## config.mk

```make
export PLATFORM = sky130hd
export DESIGN_NAME = exec_stage
export DESIGN_NICKNAME = d
export VERILOG_FILES = /design/src/rtl/exec_stage.sv
export SDC_FILE = /design/constraint.sdc
export NUM_CORES = 1
export LEC_CHECK = 0
export CAP_MARGIN = 15
export CORE_MARGIN = 3
export CORE_UTILIZATION = 35
export CTS_CLUSTER_SIZE = 16
export DETAILED_ROUTE_END_ITERATION = 10
export DONT_BUFFER_PORTS = 1
export GPL_TIMING_DRIVEN = 0
export SKIP_LAST_GASP = 1
export SYNTH_ARGS = -nofsm -noshare
export SYNTH_HDL_FRONTEND = slang
export SYNTH_SLANG_ARGS = --single-unit
```

## constraint.sdc

```tcl
create_clock -name clk -period 5.4 [get_ports clk]
set_input_delay 0.81 -clock clk [delete_from_list [all_inputs] [get_ports clk]]
set_output_delay 0.81 -clock clk [all_outputs]
set_load 0.03 [all_outputs]
```

## src/rtl/exec_stage.sv

```systemverilog
// Execute stage: ALU, flags, branch resolution, memory-op decode and an optional
// multiplexed seven-segment display of the last OUT operand (EXEC_STAGE_DISPLAY_EN).
module exec_stage #(
  parameter int WIDTH    = 16,
  parameter int NDIGITS  = 4,
  parameter int SCAN_DIV = 1024
) (
  input  logic               clk,
  input  logic               rst_n,
  input  logic               in_valid,
  input  logic               stall,
  input  logic               flush,
  input  logic [WIDTH-1:0]   alu_a,
  input  logic [WIDTH-1:0]   alu_b,
  input  logic [3:0]         op,
  input  logic [WIDTH-1:0]   dipswitch,
  input  logic               write_reg,
  input  logic [2:0]         reg_addr,
  input  logic [1:0]         mem_op,
  input  logic [WIDTH-1:0]   addr_in,
  input  logic [WIDTH-1:0]   store_in,
  input  logic               is_branch,
  input  logic [2:0]         cond,
  output logic               out_valid,
  output logic [WIDTH-1:0]   alu_result,
  output logic               write_reg_o,
  output logic [2:0]         reg_addr_o,
  output logic [WIDTH-1:0]   addr_o,
  output logic [WIDTH-1:0]   store_o,
  output logic               rd_en,
  output logic               wr_en,
  output logic               pc_src,
  output logic [WIDTH-1:0]   pc_target,
  output logic [3:0]         flags,
  output logic               halt,
  output logic [7:0]         seg,
  output logic [NDIGITS-1:0] digit_sel
);
  localparam int SH_W = $clog2(WIDTH);
  localparam logic [3:0] OP_ADD = 4'd0,  OP_SUB = 4'd1,  OP_AND = 4'd2,  OP_OR  = 4'd3;
  localparam logic [3:0] OP_XOR = 4'd4,  OP_CMP = 4'd5,  OP_MOV = 4'd6,  OP_SLL = 4'd8;
  localparam logic [3:0] OP_SLR = 4'd9,  OP_SRL = 4'd10, OP_SRA = 4'd11, OP_IN  = 4'd12;
  localparam logic [3:0] OP_HLT = 4'd15;

  logic                      accept;
  logic [SH_W-1:0]           sh;
  logic [WIDTH:0]            sum, diff;
  logic [2*WIDTH-1:0]        sll_w, srl_w;
  logic signed [2*WIDTH-1:0] sra_w;
  logic [WIDTH-1:0]          result;
  logic                      carry, ovf, upd_flags, taken;

  assign accept = in_valid & ~stall & ~flush;
  assign sh     = alu_b[SH_W-1:0];
  assign sum    = {1'b0, alu_a} + {1'b0, alu_b};
  assign diff   = {1'b0, alu_a} - {1'b0, alu_b};
  // Double-width shifts keep the last bit shifted out at a fixed position (0 when sh==0).
  assign sll_w  = {{WIDTH{1'b0}}, alu_a} << sh;
  assign srl_w  = {alu_a, {WIDTH{1'b0}}} >> sh;
  assign sra_w  = $signed({alu_a, {WIDTH{1'b0}}}) >>> sh;

  always_comb begin
    result    = alu_a;
    carry     = 1'b0;
    ovf       = 1'b0;
    upd_flags = 1'b1;
    case (op)
      OP_ADD: begin
        result = sum[WIDTH-1:0];
        carry  = sum[WIDTH];
        ovf    = (alu_a[WIDTH-1] == alu_b[WIDTH-1]) && (result[WIDTH-1] != alu_a[WIDTH-1]);
      end
      OP_SUB, OP_CMP: begin
        result = diff[WIDTH-1:0];
        carry  = diff[WIDTH];
        ovf    = (alu_a[WIDTH-1] != alu_b[WIDTH-1]) && (result[WIDTH-1] != alu_a[WIDTH-1]);
      end
      OP_AND: result = alu_a & alu_b;
      OP_OR:  result = alu_a | alu_b;
      OP_XOR: result = alu_a ^ alu_b;
      OP_MOV: result = alu_b;
      OP_SLL: begin
        result = sll_w[WIDTH-1:0];
        carry  = sll_w[WIDTH];
      end
      OP_SLR: begin
        result = sll_w[WIDTH-1:0] | sll_w[2*WIDTH-1:WIDTH];
        carry  = sll_w[WIDTH];
      end
      OP_SRL: begin
        result = srl_w[2*WIDTH-1:WIDTH];
        carry  = srl_w[WIDTH-1];
      end
      OP_SRA: begin
        result = sra_w[2*WIDTH-1:WIDTH];
        carry  = sra_w[WIDTH-1];
      end
      OP_IN: begin
        result    = dipswitch;
        upd_flags = 1'b0;
      end
      default: upd_flags = 1'b0;
    endcase
  end

  always_comb begin
    taken = 1'b0;
    case (cond)
      3'd0: taken = flags[2];
      3'd1: taken = flags[3] ^ flags[0];
      3'd2: taken = flags[2] | (flags[3] ^ flags[0]);
      3'd3: taken = ~flags[2];
      3'd4: taken = 1'b1;
      default: taken = 1'b0;
    endcase
  end

  always_ff @(posedge clk) begin
    if (!rst_n) begin
      out_valid   <= 1'b0;
      alu_result  <= '0;
      write_reg_o <= 1'b0;
      reg_addr_o  <= '0;
      addr_o      <= '0;
      store_o     <= '0;
      rd_en       <= 1'b0;
      wr_en       <= 1'b0;
      pc_src      <= 1'b0;
      pc_target   <= '0;
      flags       <= '0;
      halt        <= 1'b0;
    end else if (flush || (!stall && !in_valid)) begin
      out_valid   <= 1'b0;
      write_reg_o <= 1'b0;
      rd_en       <= 1'b0;
      wr_en       <= 1'b0;
      pc_src      <= 1'b0;
    end else if (accept) begin
      out_valid   <= 1'b1;
      alu_result  <= result;
      write_reg_o <= write_reg;
      reg_addr_o  <= reg_addr;
      addr_o      <= addr_in;
      store_o     <= store_in;
      rd_en       <= (mem_op == 2'd1);
      wr_en       <= (mem_op == 2'd2);
      pc_src      <= is_branch & taken;
      pc_target   <= is_branch ? store_in : '0;
      if (upd_flags) flags <= {result[WIDTH-1], (result == '0), carry, ovf};
      if (op == OP_HLT) halt <= 1'b1;
    end
  end

`ifdef EXEC_STAGE_DISPLAY_EN
  localparam int CNT_W = $clog2(SCAN_DIV);
  localparam int IDX_W = (NDIGITS > 1) ? $clog2(NDIGITS) : 1;

  logic [WIDTH-1:0]     disp, disp_nx;
  logic [CNT_W-1:0]     cnt, cnt_nx;
  logic [IDX_W-1:0]     idx, idx_nx;
  logic [NDIGITS*4-1:0] pad;
  logic [3:0]           nib;
  logic [7:0]           seg_nx;

  // seg/digit_sel are registered from next-state values so they never lag the digit index.
  always_comb begin
    disp_nx = (accept && op == 4'd13) ? alu_a : disp;
    cnt_nx  = cnt + 1'b1;
    idx_nx  = idx;
    if (cnt == CNT_W'(SCAN_DIV - 1)) begin
      cnt_nx = '0;
      idx_nx = (idx == IDX_W'(NDIGITS - 1)) ? '0 : idx + 1'b1;
    end
    pad = '0;
    pad[WIDTH-1:0] = disp_nx;
    nib = '0;
    for (int unsigned d = 0; d < NDIGITS; d++)
      if (idx_nx == IDX_W'(d)) nib = pad[d*4 +: 4];
    case (nib)
      4'h0: seg_nx = 8'hFC;  4'h1: seg_nx = 8'h60;  4'h2: seg_nx = 8'hDA;  4'h3: seg_nx = 8'hF2;
      4'h4: seg_nx = 8'h66;  4'h5: seg_nx = 8'hB6;  4'h6: seg_nx = 8'hBE;  4'h7: seg_nx = 8'hE0;
      4'h8: seg_nx = 8'hFE;  4'h9: seg_nx = 8'hF6;  4'hA: seg_nx = 8'hEE;  4'hB: seg_nx = 8'h3E;
      4'hC: seg_nx = 8'h1A;  4'hD: seg_nx = 8'h7A;  4'hE: seg_nx = 8'h9E;  default: seg_nx = 8'h8E;
    endcase
  end

  always_ff @(posedge clk) begin
    if (!rst_n) begin
      disp      <= '0;
      cnt       <= '0;
      idx       <= '0;
      seg       <= '0;
      digit_sel <= NDIGITS'(1);
    end else begin
      disp      <= disp_nx;
      cnt       <= cnt_nx;
      idx       <= idx_nx;
      seg       <= seg_nx;
      digit_sel <= NDIGITS'(1) << idx_nx;
    end
  end
`else
  assign seg       = '0;
  assign digit_sel = '0;
`endif
endmodule

```

**Yosys cells after proc, flatten, opt, wreduce, memory -nomap -nowiden**

Index checks and enable logic that the tools add are counted.

- $add $sub $neg: 2
- Equal/unequal tests: 22
- Shift operators: 3
- Muxes and demuxes: 6
- Bitwise operators: 14
- Reductions and logical operators: 16

Operators with widths:

| operator | count |
|---|---|
| $pmux 16 s11 | 1 |
| $or 16x16->16 | 2 |
| $shl 16x4->32 | 1 |
| $shr 32x4->32 | 1 |
| $sshr 32x4->32 | 1 |
| $eq 4x4->1 const B | 6 |
| $add 16x16->17 | 1 |
| $sub 16x16->17 | 1 |
| $and 16x16->16 | 1 |
| $logic_not 16->1 | 1 |
| $mux 16 | 1 |
| $xor 16x16->16 | 1 |
| $eq 4x3->1 const B | 3 |
| $reduce_or 11->1 | 1 |
| $pmux 1 s5 | 2 |
| $eq 4x2->1 const B | 2 |
| $eq 3x2->1 const B | 2 |
| $reduce_and 3->1 | 2 |
| $reduce_or 2->1 | 3 |
| $not 1->1 | 5 |
| $eq 4x1->1 const B | 1 |
| $logic_not 4->1 | 1 |
| $and 1x1->1 | 3 |
| $eq 3x1->1 const B | 1 |
| 14 further kinds | 19 |

- Register bits after elaboration: 77
- Bits of input ports: 99
- Output and inout bits: 89
- Word-level logic and storage cells: 75

**Depth between registers and ports, before layout**

Gate-level depths: netlist (run 1).

- Word-level depth: 5
- Depth in mapped cells: 15
- Gate-level depth less buffers: 13

**Worst setup path after synthesis (run 1)**

OpenSTA, ideal clock, no wires.

- Kind: input port to flip-flop
- From: input alu_b[2]
- To: register flags[2]
- Setup time: 96 ps
- Arrival time: 3975 ps
- Required time: 5304 ps
- Path slack: 1329 ps
- Cell stages on the path: 15
- Path buffers: 4
- Path through: buf_2 > inv_1 > buf_2 > clkbuf_1 > ha_1 > buf_2 > nor3b_1 > o31ai_1 > a2111oi_0 > nor2_1 > nor3_1 > a311oi_1 > o32ai_1 > nand4_1 > o41ai_2

- Word-level cells in the longest chain between the ends: 4
- Elaborated cells on any way between the ends: 11
- Classes of those cells: 2 x add/sub; 3 x shift; 1 x mux; 4 x bitwise; 1 x reduce/logical

RTL lines:

| item | line | RTL |
|---|---|---|
| from (decl) | 14 | `input logic [WIDTH-1:0] alu_b,` |
| branches (longest 2 deep; another with $sub 16x16->17) | n/a |  |
| $pmux 16 s11 (*) | 67 | `case (op)` |
| $logic_not 16->1 (*) | 149 | `if (upd_flags) flags <= {result[WIDTH-1], (result == '0), carry, ovf};` |
| to (signal assigned) | 149 |  |
| to (decl) | 34 | `output logic [3:0] flags,` |

Every way passes the cells marked *.
A chain may end at the register's enable or synchronous reset.

**Worst setup path after layout (run 1)**

Same ends and word-level chain as after synthesis.

==> results of run 1 <==
==> synthesized netlist by cell type (all sizes together) (10+ instances only) <==
master	n	area share, %
clkbuf	56	2.6
o22ai	14	1.1
mux2	10	1.4
nand3	36	2.2
a31oi	10	0.77
o211ai	12	1.1
o32ai	10	1.2
o21ai	45	2.8
and2	10	0.80
nor2b	16	1.2
mux2i	34	4.2
a21oi	118	7.3
ha	53	8.1
o21a	14	1.3
dfxtp	77	19
inv	49	2.3
buf	49	3.7
nor3	25	1.5
nand2b	11	0.85
mux4	20	5.5
a211oi	18	1.8
nor2	88	4.1
nand2	153	7.1
==> cell type report <==
cell class | instances | share of cell area [%]
Multi-Input combinational cell | 887 | 66.73
Clock buffer | 10 | 2.570
Tap cell | 313 | 4.395
Timing Repair Buffer | 1 | 0.05617
Inverter | 51 | 2.149
Buffer | 105 | 5.715
Clock inverter | 6 | 0.9690
Antenna cell | 4 | 0.1123
Sequential cell | 77 | 17.30
==> cell families (layout without fill, tap and decap cells) <==
logic type | count (synthesis) | in the layout
AOI/OAI and AO/OA | 340 | 340
xor gates and xnor gates | 10 | 10
adders and majority gates | 55 | 55
buffers and inverters | 156 | 173
DFF | 77 | 77
muxes | 64 | 64
other | 1 | 16
and+or+nand+nor | 406 | 406
==> routing by layer <==
layer,track usage (%),up-vias,wire [µm]
li1,-,4085,-
met1,36.67,4238,15240
met2,44.41,536,16640
met3,9.296,93,4312
met4,10.98,8,1319
met5,0,-,54
==> path summary, 6_finish.rpt <==
kind                                   start       endpoint  slack [ps]  cells after the start
worst max register to register      flags[0]         pc_src        3760                      7
worst max-delay path                alu_b[2]       flags[2]         290                     15
worst min-delay path                   rst_n  alu_result[2]         600                      1
worst min register to register  pc_target[2]   pc_target[2]         600                      2
==> power by group through the flow <==
stage                     logic, mW  registers [mW]  clock network, mW
final                         0.640           0.631              0.649
after global routing          0.684           0.633              0.680
after CTS                     0.622           0.631              0.656
after detailed placement      0.620           0.644                  0
after global placement        0.622           0.644                  0
after floorplan               0.443           0.639                  0
==> flip-flops by register name, summed over array words and instances, names as in the netlist, 3 cells and up <==
register / flops
addr_o: 16
reg_addr_o: 3
pc_target: 16
store_o: 16
alu_result: 16
flags: 4
==> per-stage QoR <==
step	TNS, ps	power, mW	utilization, %
after floorplan	0	1.083	-
after global placement	-17.25	1.265	37.64
after detailed placement	0	1.264	37.69
after CTS	0	1.910	39.07
after global routing	0	1.997	39.07
final	0	1.920	39.12
==> run summary, run 1 <==
port bufs -> 0
post-route design area -> 8910 µm²
# nets final -> 1286
Via-to-Cell Ratio -> 6.162
Ys Warns -> 0
slowest CP cell -> a2111oi_0
pwr/cell area -> 215.5 nW/µm²
CP endpoint kind -> register
Max-Cap Viols -> 0
final setup margin -> 289.9 ps
fin. max-slew vios -> 0
CTS H-tree depth -> 3
async set-reset flop share out of synthesis -> 0%
Clock Skew -> 6.833 ps
I/O pin cnt -> 188
Synth Area in Compound Gates -> 27.85%
final hold vios -> 0
Crit path required time -> 5650 ps
fraction of layout cells with a size suffix above 1 -> 9.587%
Starting Density -> 35.74%
Pre-antenna DRT Iters -> 5
period utilization -> 94.63%
Synth Flop Type -> dfxtp_1
status -> finished, final reports clean
Die Area -> 25120 µm²
most frequent cells in the layout -> 153 x nand2_1, 118 x a21oi_1, 88 x nor2_1
switching portion of total power -> 36.71%
pin count of the biggest net entering global routing -> 14
CP arrival -> 5360 ps
Clock transition at path regs -> 60 ps
register area share after synthesis -> 18.94%
Comb pwr share -> 33.3%
fin crit period -> 5110 ps
die width -> 158.5 µm
Synth Instances -> 1109
DR iter-0 viols -> 932
final non-filler cell total -> 1454
post-CTS setup buffer count -> 0
Root Buffer -> clkbuf_16
Gates resized, CTS repair -> 0
NetSw -> 0.7049 mW
commonest non-fill, non-tap cell in the layout -> nand2_1
Worst VDD drop -> 0.1497 mV
Hold Crit Class -> in2reg
simple logic cell fraction of the synthesized area -> 23.70%
total grt overflow -> 0
Setup violations, final -> 0
number of clock buffers inserted by TritonCTS -> 9
worst slack, placed -> 35.77 ps
Synth Area in XOR/XNOR -> 1.076%
Chip Height -> 158.5 µm
CTS tree -> yes
residual DRC count -> 0
worst-path cell chain -> buf_2 > inv_1 > buf_2 > clkbuf_1 > ha_1 > buf_2 > nor3b_1 > o31ai_1 > a2111oi_0 > nor2_1 > nor3_1 > a311oi_1 > o32ai_1 > nand4_1 > o41ai_2
clock buffer depth -> 2
Syn Area/Cell -> 7.340 µm²
Sequential Power Share -> 32.9%
Post-DP Area -> 8584 µm²
Worst Max-Slew Pin Slew -> 1218 ps
latest clock arrival within the worst-skew pair -> 340 ps
CTS Sinks -> 77
global placement routability congestion -> 1.076
Cell Area, Synth -> 8140 µm²
Peak Freq -> 195.7 MHz
largest family of logic cells by synthesized area -> compound AO/OA/AOI/OAI gates
Tot GR Track Use -> 28.50%
startpoint types -> input port
Top delay family on crit path -> compound AO/OA/AOI/OAI gates
Routed Antenna Nets -> 0
Reg area -> 1541 µm²
area taken by multi-input logic gates -> 5946 µm²
normalized max-slew margin -> 17.69%
vias -> 8960
row cnt -> 55
number of global-route vias before repair -> 8278
worst hold margin -> 597.1 ps
Yosys cell types -> 86
Post-synth EDFFs -> 0
drt wl/cell -> 25.83 µm
initial antenna violation count -> 6
P_leak -> 3.328 nW
Inst Count DP -> 1434
CP max stage delay -> 720 ps
mux contribution to synthesized area -> 11.14%
Area growth, synth to finish -> 9.453%
worst-path maximum fanout -> 11
P_int -> 1.215 mW
adder-cell area share of the yosys netlist -> 8.638%
RSZ-0062 raised after global routing -> no
Core Area -> 22780 µm²
fill cell count -> 2451
Clock power frac -> 33.8%
hpwl dp -> 29890 µm
final WL -> 37560 µm
Yosys reg bits -> 77
most frequent CP cell -> buf_2
CTS hold repair buffers -> 0
kind of critical path -> in2reg
CP bufs+invs -> 5
first-pass GRT wire length -> 53630 µm
(Power assumes the default switching activity.)
==> run 2: changes to the inputs <==
==> constraint.sdc (replaced) <==
create_clock -name clk -period 5.6 [get_ports clk]
set_input_delay 0.84 -clock clk [delete_from_list [all_inputs] [get_ports clk]]
set_output_delay 0.84 -clock clk [all_outputs]
set_load 0.03 [all_outputs]
==> results of run 2 <==
The final DEF is identical to that of run 1. Status: finished, final reports clean.
Among the figures that moved: setup slack after placement 35.77 ps -> 205.8 ps; setup slack after layout 289.9 ps -> 459.9 ps; hold slack 597.1 ps -> 602.6 ps; register-to-register setup slack 3760 ps -> 3960 ps; end point of the worst hold path alu_result[2] -> pc_target[2]; total power 1.920 mW -> 1.852 mW; worst IR drop on VDD 0.1497 mV -> 0.1443 mV
